## config.mk

```make
export PLATFORM = sky130hd
export DESIGN_NAME = toy_mem_arbiter
export DESIGN_NICKNAME = d
export VERILOG_FILES = /design/src/rtl/toy_mem_arbiter.sv
export SDC_FILE = /design/constraint.sdc
export NUM_CORES = 1
export LEC_CHECK = 0
export ABC_AREA = 1
export BUFFER_PORTS_ARGS = -buffer_cell sky130_fd_sc_hd__buf_4
export CORE_ASPECT_RATIO = 1.1
export CORE_MARGIN = 8
export CORE_UTILIZATION = 45
export DETAILED_ROUTE_END_ITERATION = 12
export PLACE_DENSITY = 0.86
export SYNTH_ARGS = -nofsm -noshare
export SYNTH_HDL_FRONTEND = slang
export SYNTH_SLANG_ARGS = --single-unit
export TNS_END_PERCENT = 10
```

## constraint.sdc

```tcl
create_clock -name CLK -period 2.27 [get_ports CLK]
set_clock_uncertainty 0.15 [all_clocks]
set_input_delay 0.1135 -clock CLK [delete_from_list [all_inputs] [get_ports CLK]]
set_output_delay 0.1135 -clock CLK [all_outputs]
set_load 0.005 [all_outputs]
```

## src/rtl/toy_mem_arbiter.sv

```systemverilog
// toy_mem_arbiter
//
// Shares one single-port synchronous SRAM between the instruction-fetch (I)
// requester and the load/store (D) requester. At most one access is granted
// per cycle. D has priority, but once I has been refused STARVE_MAX
// consecutive cycles it wins the next contended cycle. Read data comes back
// from the SRAM one cycle after the grant. Ownership is tracked so that only
// the side that issued the read sees an RVALID pulse.
//
// Parameters
//   AW         word-address width of both requesters and M_A
//   DW         data width
//   STARVE_MAX refusals of I_REQ tolerated before I wins (1..15)
//
// Ports
//   CLK, RSTN                  clock (rising edge), async active-low reset
//   I_REQ/I_ADDR               fetch request, held until I_GNT
//   I_GNT                      fetch accepted this cycle (combinational)
//   I_RVALID/I_RDATA           fetch data, one cycle after I_GNT
//   D_REQ/D_RW/D_ADDR/D_WDATA  data request (D_RW=1 write), held until D_GNT
//   D_GNT                      data access accepted this cycle (combinational)
//   D_RVALID/D_RDATA           load data, one cycle after a read D_GNT
//   M_CSN/M_WEN                SRAM chip select / write enable, active low
//   M_A/M_DI                   SRAM address / write data
//   M_DOUT                     SRAM read data, valid the cycle after access
//
// Optional build macro ARB_STATS_EN adds saturating 16-bit counters:
//   I_GNT_CNT   I grants
//   D_GNT_CNT   D grants
//   STARVE_HIT  cycles where I won only through the starvation override
// Arbitration is identical with or without the macro.

module toy_mem_arbiter #(
  parameter int unsigned AW         = 30,
  parameter int unsigned DW         = 32,
  parameter int unsigned STARVE_MAX = 4
) (
  input  logic          CLK,
  input  logic          RSTN,
  input  logic          I_REQ,
  input  logic [AW-1:0] I_ADDR,
  output logic          I_GNT,
  output logic          I_RVALID,
  output logic [DW-1:0] I_RDATA,
  input  logic          D_REQ,
  input  logic          D_RW,
  input  logic [AW-1:0] D_ADDR,
  input  logic [DW-1:0] D_WDATA,
  output logic          D_GNT,
  output logic          D_RVALID,
  output logic [DW-1:0] D_RDATA,
  output logic          M_CSN,
  output logic          M_WEN,
  output logic [AW-1:0] M_A,
  output logic [DW-1:0] M_DI,
  input  logic [DW-1:0] M_DOUT
`ifdef ARB_STATS_EN
  ,
  output logic [15:0]   I_GNT_CNT,
  output logic [15:0]   D_GNT_CNT,
  output logic [15:0]   STARVE_HIT
`endif
);

  localparam logic [3:0] StarveMax = 4'(STARVE_MAX);

  logic [3:0]    r_starve_cnt;
  logic          r_rvalid;
  logic          r_owner;      // 1 = D issued the pending read, 0 = I
  logic [AW-1:0] r_a_hold;
  logic [DW-1:0] r_di_hold;

  logic          w_starve_ovr;
  logic          w_i_gnt;
  logic          w_d_gnt;
  logic          w_gnt;
  logic [AW-1:0] w_m_a;
  logic [DW-1:0] w_m_di;

  // Grants are combinational so an idle port gives a zero-wait grant.
  // RSTN gates them so nothing reaches the SRAM while in reset.
  always_comb begin
    w_starve_ovr = I_REQ & D_REQ & (r_starve_cnt >= StarveMax);
    w_d_gnt      = RSTN & D_REQ & ~w_starve_ovr;
    w_i_gnt      = RSTN & I_REQ & ~w_d_gnt;
    w_gnt        = w_i_gnt | w_d_gnt;

    // Without a grant, address and write data hold their last driven value
    // so the SRAM pins do not toggle needlessly.
    w_m_a = r_a_hold;
    if (w_d_gnt) begin
      w_m_a = D_ADDR;
    end else if (w_i_gnt) begin
      w_m_a = I_ADDR;
    end
    w_m_di = w_d_gnt ? D_WDATA : r_di_hold;
  end

  assign I_GNT   = w_i_gnt;
  assign D_GNT   = w_d_gnt;
  assign M_CSN   = ~w_gnt;
  assign M_WEN   = ~(w_d_gnt & D_RW);
  assign M_A     = w_m_a;
  assign M_DI    = w_m_di;

  // Both sides see the SRAM output directly; RVALID alone says whose it is.
  assign I_RDATA  = M_DOUT;
  assign D_RDATA  = M_DOUT;
  assign I_RVALID = r_rvalid & ~r_owner;
  assign D_RVALID = r_rvalid &  r_owner;

  always_ff @(posedge CLK or negedge RSTN) begin
    if (!RSTN) begin
      r_starve_cnt <= 4'd0;
      r_rvalid     <= 1'b0;
      r_owner      <= 1'b0;
      r_a_hold     <= '0;
      r_di_hold    <= '0;
    end else begin
      if (!I_REQ || w_i_gnt) begin
        r_starve_cnt <= 4'd0;
      end else if (r_starve_cnt != 4'hF) begin
        r_starve_cnt <= r_starve_cnt + 4'd1;
      end

      // Writes never produce a response; a reset in between drops the
      // pending one because r_rvalid is cleared asynchronously.
      r_rvalid <= w_i_gnt | (w_d_gnt & ~D_RW);
      r_owner  <= w_d_gnt;

      if (w_gnt) begin
        r_a_hold <= w_m_a;
      end
      if (w_d_gnt) begin
        r_di_hold <= D_WDATA;
      end
    end
  end

`ifdef ARB_STATS_EN
  logic [15:0] r_i_gnt_cnt;
  logic [15:0] r_d_gnt_cnt;
  logic [15:0] r_starve_hit;

  always_ff @(posedge CLK or negedge RSTN) begin
    if (!RSTN) begin
      r_i_gnt_cnt  <= 16'd0;
      r_d_gnt_cnt  <= 16'd0;
      r_starve_hit <= 16'd0;
    end else begin
      if (w_i_gnt && r_i_gnt_cnt != 16'hFFFF) begin
        r_i_gnt_cnt <= r_i_gnt_cnt + 16'd1;
      end
      if (w_d_gnt && r_d_gnt_cnt != 16'hFFFF) begin
        r_d_gnt_cnt <= r_d_gnt_cnt + 16'd1;
      end
      // w_starve_ovr already implies D was requesting, so this I grant
      // would have gone to D without the override.
      if (w_i_gnt && w_starve_ovr && r_starve_hit != 16'hFFFF) begin
        r_starve_hit <= r_starve_hit + 16'd1;
      end
    end
  end

  assign I_GNT_CNT  = r_i_gnt_cnt;
  assign D_GNT_CNT  = r_d_gnt_cnt;
  assign STARVE_HIT = r_starve_hit;
`endif

endmodule

```

; ---- Word-level counts from Yosys, hierarchy flattened
; Index checks and enable logic that the tools add are counted.
[op_classes]
div_mod_pow = 0
reduce_logical = 3
add_sub_neg = 1
magnitude_cmp = 1
mux = 5
bitwise = 18
shift = 0
eq_ne = 1
multipliers = 0
[op_table]
columns = operator, n
row1 = two-way mux 30 bit, 2
row2 = two-way mux 32 bit, 1
row3 = AND 1 bit, 10
row4 = two-way mux 4 bit, 2
row5 = inverter 1 bit, 6
row6 = adder 4 x 1 -> 4 bit (second input constant), 1
row7 = >= comparator 4 x 3 -> 1 bit (second input constant), 1
row8 = != test 4 bit (second input constant), 1
row9 = OR 1 bit, 2
row10 = nonzero test 2 bit, 1
row11 = zero test 1 bit, 1
row12 = logical OR 1 bit, 1
[word_totals]
regBits = 68
memories = 0
rom_bits = 0
mem_bits_rw = 0
latch_bits = 0
output_inout_bits = 132

; ---- Depth between registers and ports, before layout
; Gate-level depths: netlist of run 1.
[depth]
ltp_word = 8
ltp_mapped = 8
ltp_nobuf = 7

; ---- Worst setup path before layout of run 1
; OpenSTA, ideal clock, no wires.
[synth_path]
path_kind = reg-to-reg
start = register r_starve_cnt[3]
end = register r_di_hold[10]
required_ns = 1.990
arrival_ns = 1.078
period_less_slack_ns = 1.359
path_stages_with_launch = 7
setup_time_ns = 0.130
slack_ns = 0.911
path_cell_list = dfrtp_1 > o21ai_2 > nand2_1 > buf_4 > buf_2 > nand2_1 > nand2_1
[synth_via]
elab_chain_cells = 5
[synth_rtl]
columns = item, line
row1 = "start, declared", 67  ; logic [3:0] r_starve_cnt;
row2 = "start signal, assigned", 123  ; r_starve_cnt <= r_starve_cnt + 4'd1;
row3 = >= comparator 4 x 3 -> 1 bit, 83  ; w_starve_ovr = I_REQ & D_REQ & (r_starve_cnt >= StarveMax);
row4 = AND 1 bit, 83
row5 = inverter 1 bit, 84  ; w_d_gnt = RSTN & D_REQ & ~w_starve_ovr;
row6 = AND 1 bit, 84
row7 = two-way mux 32 bit, --
row8 = net M_DI[10], 55  ; output logic [DW-1:0] M_DI,
row9 = "end signal, assigned", 118  ; r_di_hold <= '0;
row10 = "end signal, assigned", 135  ; r_di_hold <= D_WDATA;
row11 = "end, declared", 71  ; logic [DW-1:0] r_di_hold;
; The timed path passes the listed nets, and every way through them passes these cells.
; A chain may end at the register's enable or synchronous reset.

; ---- Worst setup path in the final report of run 1
[layout_path]
start = input port RSTN
end = register r_a_hold[1]
[layout_via]
elab_chain_cells = 6
word_cells_on_any_way = 8
[layout_rtl]
columns = item, line
row1 = "start, declared", 39  ; input logic RSTN,
row2 = AND 1 bit (2 in series), 84
row3 = inverter 1 bit, 85  ; w_i_gnt = RSTN & I_REQ & ~w_d_gnt;
row4 = AND 1 bit, 85
row5 = two-way mux 30 bit, 93  ; end else if (w_i_gnt) begin
row6 = two-way mux 30 bit, 91  ; if (w_d_gnt) begin
row7 = "end signal, assigned", 132  ; r_a_hold <= w_m_a;
row8 = "end, declared", 70  ; logic [AW-1:0] r_a_hold;
; Several ways; a longest one is shown, not always the timed one.

==> run summary, run 1 <==
In this run the register-to-register setup slack is 0.16 ns. The power density normalized to cell area was 605 nW/µm². The tool flagged a number of max-cap violations equal to 0. The count of non-filler cells in the finished layout is 803, and the buffers inserted during post-CTS setup optimization is 0. Peak supply drop: 0.462 mV. The critical path contains buffers and inverters numbering 7 combined.

For this block, the initial DRC count from the detailed router was 176. In the routed design, unresolved DRC markers number 0. Clock-pin slew was measured on the worst setup and hold paths at 0.08 ns.

Cell chosen for the clock root: sky130_fd_sc_hd__clkbuf_8. Endpoint arrival time on the critical path: 2.30 ns. The final hold slack is 0.0770 ns.

The kind of cell adding the most delay to the critical path is buffers and inverters. Sequential cells were found to cover 46.0% of the synthesized design area. The run gives 497 as the synthesized instance count. For hold timing, the worst endpoint is I_RDATA[2].

For the worst setup path, the data required time is 2.40 ns. The area growth from synthesis to final layout came out at 53.8%. The routability congestion estimate is 0.831, and the largest stage delay on the critical path is 0.55 ns.

The proportion of synthesized area in mux cells works out to 0%. After Yosys synthesis, and, or, nand and nor cells account for 32.3% of the synthesized area. In the layout the commonest cells are sky130_fd_sc_hd__nand2_1, sky130_fd_sc_hd__buf_4, sky130_fd_sc_hd__dlygate4sd3_1, sky130_fd_sc_hd__dfrtp_1, sky130_fd_sc_hd__nand3_1.

The filler cells instantiated in the layout total 535. Largest net degree at the start of global routing: 69. The final-report max-slew violation count was 0; the XOR/XNOR share of the synthesized area was 0.237%.

The tools report the highest clock rate as 461 MHz. Counting flops and latches in the post-synthesis netlist gives 68. Number of distinct library cell variants in the gate-level netlist after synthesis: 17. The routed layout has 4,017 vias.

The tools report the source of the worst register-to-register timing path as r_starve_cnt[3]$_DFFE_PN0P_. The critical path class was in -> reg. At the pin with the least slew margin, the transition time is 0.875 ns. The library cell appearing most often on the critical path was sky130_fd_sc_hd__nand2_1. For the number of search-and-repair iterations in the first detailed-routing pass, the log shows 6. After legalization and detailed placement, the total HPWL measured 8.95 mm.

The count of buffers from port buffering is 164, and the maximum fanout count along the critical path is 31. The final wirelength is 15.0 mm. TritonCTS built the clock tree.

The clock period could shrink to 2.17 ns. CTS saw 68 sinks. Summing the areas of all compound-gate instances in the mapped netlist gives 0.778% of the synthesized area.

The share of cells above drive strength 1 works out to 27.8%. The per-cell via count in the routed design was 5.00; the count of warnings emitted by yosys was 0. The clock latency on the worst-skew pair was 0.35 ns; the chip height was 111 µm. The run finished with clean final reports. The width of the die was 102 µm; the total number of nets in the final design was 819. The worst path meets setup with 0.100 ns of slack. Cell leakage power: 0.00328 µW. The slowest cell on the critical path is sky130_fd_sc_hd__dlygate4sd3_1. The logs give 26.2% for the global-route usage over all layers and 3 for the number of H-tree levels. The path class of the tightest hold or removal check is in -> out. The overall die area was 11,400 µm². The main combinational cell family by area after synthesis was simple AND/OR/NAND/NOR gates.

In this run the remaining antenna-violating nets after routing total 0. Each instance of the synthesized netlist takes up on average 7.45 µm². Walking the worst path, the cells encountered are dlygate4sd3_1, buf_4, nand2_1, inv_1, buf_12, nor2_4, buf_6, nand2_1, nand2_1, inv_1, nand2_1, dlygate4sd3_1. Counting along the longest clock path gives a buffer depth of 2. The tools report the startpoint of the worst hold path as M_DOUT[2]. After detailed routing, the average wire length per cell comes to 18.7 µm.

The cell area that synthesis handed to floorplanning was 3700 µm². In this run, placement finished with an instance count of 690. The synthesized netlist devotes 0.338% of its cell area to adder and majority cells. Path depth of the worst reg2reg path: 7. The instance count along the most critical hold path came out at 0. After floorplanning, the core was divided into 34 placement rows.

The sum of overflow across all layers after global routing was 0. The initial antenna violation count came out at 1. In the finished design, the share of the clock period the worst path needs comes to 95.6%. 261 I/O pins were placed. In this run, CTS created clock tree buffers numbering 9. In this run the critical register-to-register path is captured at r_a_hold[28]$_DFFE_PN0N_.

Setup total negative slack on the finished layout was measured at 0 ns. Headroom to the max-slew limit came out at 41.7%. Endpoint class of the critical path: a register. STA classifies the critical path startpoint as a primary input. The region available for standard cell placement spans 7960 µm². The initial standard-cell utilization of the core is 46.5%.

The tools report the first-pass GRT wire length as 22.7 mm. The most frequent standard cell in the layout excluding fill and tap cells is sky130_fd_sc_hd__nand2_1. For the final setup violation count, the log shows 0. Prior to clock tree synthesis, the placed netlist has a worst setup slack of 0.225 ns.

The total count of hold-check failures in the final report was 0. The run gives 4,335 as the number of global-route vias before repair. Counting every net in the synthesized netlist gives 627.
## report_power, final
group | internal, µW | switching [µW]
clock | 434 | 520
combinational | 583 | 486
sequential | 1370 | 55.5
total | 2380 | 1060
## cell usage after synthesis
cell / count / area [µm²]
sky130_fd_sc_hd__nor2_2: 1 / 6.26
sky130_fd_sc_hd__o21ai_0: 3 / 15.0
sky130_fd_sc_hd__buf_2: 16 / 80.1
sky130_fd_sc_hd__buf_6: 3 / 33.8
sky130_fd_sc_hd__buf_4: 65 / 488
sky130_fd_sc_hd__inv_1: 37 / 139
sky130_fd_sc_hd__dfrtp_1: 68 / 1700
sky130_fd_sc_hd__nor2_1: 6 / 22.5
sky130_fd_sc_hd__nand2_1: 229 / 860
sky130_fd_sc_hd__xor2_1: 1 / 8.76
sky130_fd_sc_hd__ha_1: 1 / 12.5
sky130_fd_sc_hd__clkbuf_1: 2 / 7.51
sky130_fd_sc_hd__o21ai_1: 1 / 5.00
sky130_fd_sc_hd__nand3_1: 61 / 305
sky130_fd_sc_hd__o21ai_2: 1 / 8.76
sky130_fd_sc_hd__clkinv_1: 1 / 3.75
sky130_fd_sc_hd__inv_2: 1 / 3.75
## worst reg2reg max path: stages (launching register included)
cell and delay [ns]:
sky130_fd_sc_hd__dfrtp_1 0.42, sky130_fd_sc_hd__o21ai_2 0.19, sky130_fd_sc_hd__buf_4 0.36, sky130_fd_sc_hd__nand3_1 0.12
sky130_fd_sc_hd__nand2_1 0.09, sky130_fd_sc_hd__inv_1 0.06, sky130_fd_sc_hd__nand2_1 0.07, sky130_fd_sc_hd__dlygate4sd3_1 0.58
## state kept, by name, indices dropped and copies added (netlist names)
signal        cells
r_di_hold        32
r_owner           1
r_a_hold         30
r_rvalid          1
r_starve_cnt      4
## worst max path at each step
stage	to	start	slack, ns	cells past startpoint
6_report	r_a_hold[1]$_DFFE_PN0N_	RSTN	0.10	12
3_5_place_dp	M_DI[16]	r_starve_cnt[2]$_DFFE_PN0P_	0.22	6
5_1_grt	r_a_hold[28]$_DFFE_PN0N_	RSTN	-0.01	9
2_1_floorplan	r_di_hold[10]$_DFF_PN0_	r_starve_cnt[3]$_DFFE_PN0P_	0.91	6
3_3_place_gp	M_DI[31]	r_starve_cnt[2]$_DFFE_PN0P_	0.32	6
4_1_cts	r_a_hold[25]$_DFFE_PN0N_	RSTN	0.01	12
## cell families (layout without fill, tap and decap cells)
family | after synthesis | after routing
and+or+nand+nor | 297 | 297
buffers and inverters | 125 | 322
DFF | 68 | 68
AOI/OAI and AO/OA | 5 | 5
adders and majority gates | 1 | 1
xor gates and xnor gates | 1 | 1
other | 0 | 1
## routing by layer
metal	GRT usage, %	vias to the layer above	part of all wire [%]
met5	0	-	0
met4	15.4	0	4.5
met3	13.8	55	15
met2	44.0	296	48
met1	24.5	1832	32
li1	-	1834	-
## timing repair
| action | 4_1_cts | 5_1_grt |
|---|---|---|
| hold endpoints to repair | 135 | 0 |
| hold buffers | 95 | 0 |
| setup endpoints to repair | 34 | 92 |
| cloned | 0 | 1 |
| resized for setup | 1 | 11 |
| pin swaps | 0 | 0 |
## area by class of cell
cell class	instances	area [µm²]	share of cell area, %
multi-input cells	304	1250	22.0
clock inverters	6	46.3	0.813
repair buffers	267	2270	39.9
inverters	39	149	2.62
flip-flops and latches	68	1700	29.9
well taps	108	135	2.37
diodes	1	2.50	0.0440
clock buffers	10	138	2.42
## per-stage QoR
| step | utilization, % | total power [µW] | area, µm² |
|---|---|---|---|
| after floorplan | - | 1860 | 3700 |
| after global placement | 56.7 | 2230 | 4510 |
| after detailed placement | 56.7 | 2250 | 4510 |
| after CTS | 71.0 | 3390 | 5650 |
| after global routing | 71.6 | 3620 | 5690 |
| final | 71.6 | 3440 | 5690 |
(Power assumes the default switching activity.)
==> inputs of run 2 (changes only) <==
--- a/config.mk
+++ b/config.mk
@@ -5,13 +5,12 @@
 export SDC_FILE = /design/constraint.sdc
 export NUM_CORES = 1
 export LEC_CHECK = 0
-export ABC_AREA = 1
 export BUFFER_PORTS_ARGS = -buffer_cell sky130_fd_sc_hd__buf_4
 export CORE_ASPECT_RATIO = 1.1
 export CORE_MARGIN = 8
-export CORE_UTILIZATION = 45
+export CORE_UTILIZATION = 44
 export DETAILED_ROUTE_END_ITERATION = 12
-export PLACE_DENSITY = 0.86
+export PLACE_DENSITY = 0.85
 export SYNTH_ARGS = -nofsm -noshare
 export SYNTH_HDL_FRONTEND = slang
 export SYNTH_SLANG_ARGS = --single-unit
==> run summary, run 2 <==
The tools report the endpoint of the most critical setup path as M_DI[1]. Leading register cell type out of synthesis: sky130_fd_sc_hd__dfrtp_1. Share of async-settable or async-resettable flops after synthesis: 100%. The final antenna-violating net count is 0, and the clock slew seen by the registers of the worst setup and hold paths is 0.07 ns. At the pin with the least slew margin, the transition time is 0.845 ns.

In the synthesized netlist, the cells that appear most often are sky130_fd_sc_hd__dfrtp_1, sky130_fd_sc_hd__buf_4, sky130_fd_sc_hd__a221o_1. For the filler cell count in the final layout, the log shows 536. The flow ran to the end, and the final reports show no timing, DRC or antenna violations. The tools report the cell chosen for the clock root as sky130_fd_sc_hd__clkbuf_8.

Derived from the worst setup path, the maximum achievable clock frequency is 454 MHz. Prior to clock tree synthesis, the placed netlist has a worst setup slack of 0.250 ns. Setup slack closes at 0.0691 ns. The share of the Yosys chip area taken by registers is 47.2%. The logs give 629 for the total number of nets in the final design and 3600 µm² for the mapped cell area. The worst register-to-register path begins at r_starve_cnt[2]$_DFFE_PN0P_.

Count of max-cap constraint violations: 0. The violation count after the first detailed-routing iteration came out at 138. The run gives 25 as the number of distinct library cell variants in the gate-level netlist after synthesis. The count of buffers from port buffering was 164.

Setup repair after global routing could not meet its margin everywhere. Summed over all cells, the static leakage comes to 0.00275 µW. For this run, the number of Yosys warnings is 0. At the end of routability-driven placement, the weighted congestion stood at 0.785. The worst path in the final design needs a cycle of 2.20 ns, including I/O delays and setup. The critical path starts at r_starve_cnt[3]$_DFFE_PN0P_. The total core area came out at 7910 µm². After synthesis, the cell types taking the most area are sky130_fd_sc_hd__dfrtp_1, sky130_fd_sc_hd__a221o_1, sky130_fd_sc_hd__buf_4, sky130_fd_sc_hd__mux2_2, sky130_fd_sc_hd__and2_1. For the peak supply drop, the log shows 0.593 mV. Clock latency on the worst-skew pair, taken at its later pin, is 0.33 ns. The endpoint arrival time on the critical path came out at 1.94 ns.

The kind of cell adding the most delay to the critical path was flip-flops. The final-report max-slew violation count is 0. The worst setup path is launched from a register. The number of flip-flops in the largest register was 32; the number of H-tree levels was 3. The width of the die was 102 µm; the data required time at the worst endpoint was 2.01 ns. The routed length per instance works out to 19.8 µm. Together, buffers and inverters on the worst path number 2. The worst setup path is of the reg -> out kind. Site row count: 34. The kind of path behind the tightest hold check was in -> reg. The worst setup path is captured at a primary output. The number of stages on the worst setup path is 5. Entering global routing, the biggest net connects 69 pins.

The total power was 3550 µW. The initial standard-cell utilization of the core is 45.5%. The logs give 0 for the total count of hold-check failures in the final report and 11,300 µm² for the overall die area.

The chip height works out to 111 µm. CTS saw 68 sinks. In this run the critical register-to-register path is captured at r_a_hold[19]$_DFFE_PN0N_.

The per-cell via count in the routed design was 5.24; the global-route usage over all layers was 20.2%. TritonCTS built the clock tree. The share of cells above drive strength 1 was 46.2%. By instance count, the leading cell after synthesis is sky130_fd_sc_hd__dfrtp_1. The path depth of the worst reg2reg path works out to 5. Slowest cell on the critical path: sky130_fd_sc_hd__dfrtp_2.

Synthesis produced a netlist whose cell count is 300. The run gives 0.10 ns as the internal reg-to-reg setup slack. The detailed router placed 3,214 vias in this run. Clock tree synthesis inserted a total of 9 buffers.

Of all cell types, the one taking the most synthesized area is sky130_fd_sc_hd__dfrtp_1. After synthesis, the mean cell area works out to 12.0 µm². The sum of overflow across all layers after global routing was 0.

Before antenna repair, the detailed router went through 4 iterations. In this run the count of I/O pins placed on the die edge is 261. In the finished design, the share of the clock period the worst path needs comes to 97.0%. The final wirelength is 12.1 mm, and the synthesized netlist net count is 430. r_di_hold holds more flip-flops than any other register. In the routed design, unresolved DRC markers number 0. The most frequent standard cell in the layout excluding fill and tap cells was sky130_fd_sc_hd__buf_4. The wire-length estimate of the detail-placed layout is 7.13 mm.

The largest registers in the layout are r_di_hold: 32 flops, r_a_hold: 30 flops, r_starve_cnt: 4 flops. Power spread over the standard cell area amounts to 610 nW/µm². Setup violations remaining at the end of the flow were counted as 0.

The tightest slew margin relative to the limit is 43.7%. Of all nets on the critical path, the largest fanout is 20. In the layout the commonest cells are sky130_fd_sc_hd__buf_4, sky130_fd_sc_hd__dlygate4sd3_1, sky130_fd_sc_hd__dfrtp_1, sky130_fd_sc_hd__a221o_1, sky130_fd_sc_hd__and2_1. Relative to the synthesized area, the layout overhead comes to 61.4%. The number of synthesized register bits was 68. The critical path goes through o21ai_1, and3_4, buf_12, mux2_4, buf_4. Yosys mapped a number of flops with a built-in enable equal to 0. The initial antenna violation count is 1. Of the post-synthesis cell area, the dominant cell type holds 47.2%. The number of global-route vias before repair was 3,572; the maximum buffer depth of the clock tree was 2.

The largest stage delay on the critical path came out at 0.45 ns. The first global-routing pass estimated 18.0 mm of wire.
run 2: cell types whose count changed in the layout (fill, tap and decap cells not counted), sizes merged, moves of 2 or more:
cell / change
nand3: -59
nand2: -226
inv: -40
mux2: +32
and2: +31
o21ai: -2
clkbuf: +2
a221o: +60
buf: +3
run 2: final cells by class:
class / instances / area, µm² / area share [%]
diodes: 1 / 2.50 / 0.0430
repair buffers: 271 / 2390 / 41.1
clock inverters: 6 / 63.8 / 1.10
flip-flops and latches: 68 / 1700 / 29.3
clock buffers: 10 / 138 / 2.37
multi-input cells: 148 / 1380 / 23.7
well taps: 108 / 135 / 2.32
inverters: 1 / 3.75 / 0.0645
run 2: worst min-delay path: stages:
cell and delay (ns):
sky130_fd_sc_hd__buf_4 0.13, sky130_fd_sc_hd__o21ai_0 0.19, sky130_fd_sc_hd__nor2_1 0.08
run 2: how the worst min path moves through the flow:
stage / startpoint / end / slack [ns] / cells past startpoint
detailed placement: M_DOUT[27] / D_RDATA[27] / 0.08 / 0
CTS: I_REQ / r_starve_cnt[0]$_DFFE_PN0P_ / 0.03 / 3
global route: I_REQ / r_starve_cnt[0]$_DFFE_PN0P_ / 0.07 / 3
floorplan: RSTN / r_a_hold[0]$_DFFE_PN0N_ / -0.33 / 0
global placement: M_DOUT[27] / D_RDATA[27] / 0.08 / 0
finish: I_REQ / r_starve_cnt[0]$_DFFE_PN0P_ / 0.07 / 3
run 2: cells by family after synthesis:
kind of cell / Yosys count / synth area share, %
DFF: 68 / 47.2
adders and majority gates: 1 / 0.347
AOI/OAI and AO/OA: 66 / 17.6
and+or+nand+nor: 46 / 7.29
buffers and inverters: 85 / 17.0
xor gates and xnor gates: 1 / 0.243
muxes: 33 / 10.3
run 2: report_power, final:
group | internal (µW) | switching (µW)
sequential | 1370 | 43.3
clock | 535 | 463
combinational | 713 | 417
run 2: repair_timing:
action                                  in CTS  in global routing
buffers inserted                             0                  4
resized for setup                           17                  7
endpoints found under the setup margin      36                 48
gates cloned                                 0                  4
endpoints found under the hold margin      131                  0
hold buffers                                94                  0
pin swaps                                    1                  3
run 2: layer usage:
| layer | wire, µm | track usage, % | part of all wire (%) | vias to the layer above |
|---|---|---|---|---|
| li1 | - | - | - | 1455 |
| met1 | 4170 | 19.8 | 34 | 1548 |
| met2 | 6480 | 35.8 | 54 | 166 |
| met3 | 913 | 6.34 | 7.5 | 45 |
| met4 | 542 | 11.5 | 4.5 | 0 |
| met5 | 0 | 0 | 0 | - |
run 2: stage by stage:
stage	std cells	hold slack (ns)	util [%]	instance area (µm²)	TNS, ns
final	613	0.0692	73.5	5820	0
after global routing	613	0.0722	73.5	5820	-0.105
after CTS	604	0.0341	71.6	5670	-0.328
after detailed placement	494	0.0771	56.4	4460	0
after global placement	494	0.0771	56.4	4460	0
after floorplan	300	-0.332	-	3600	0
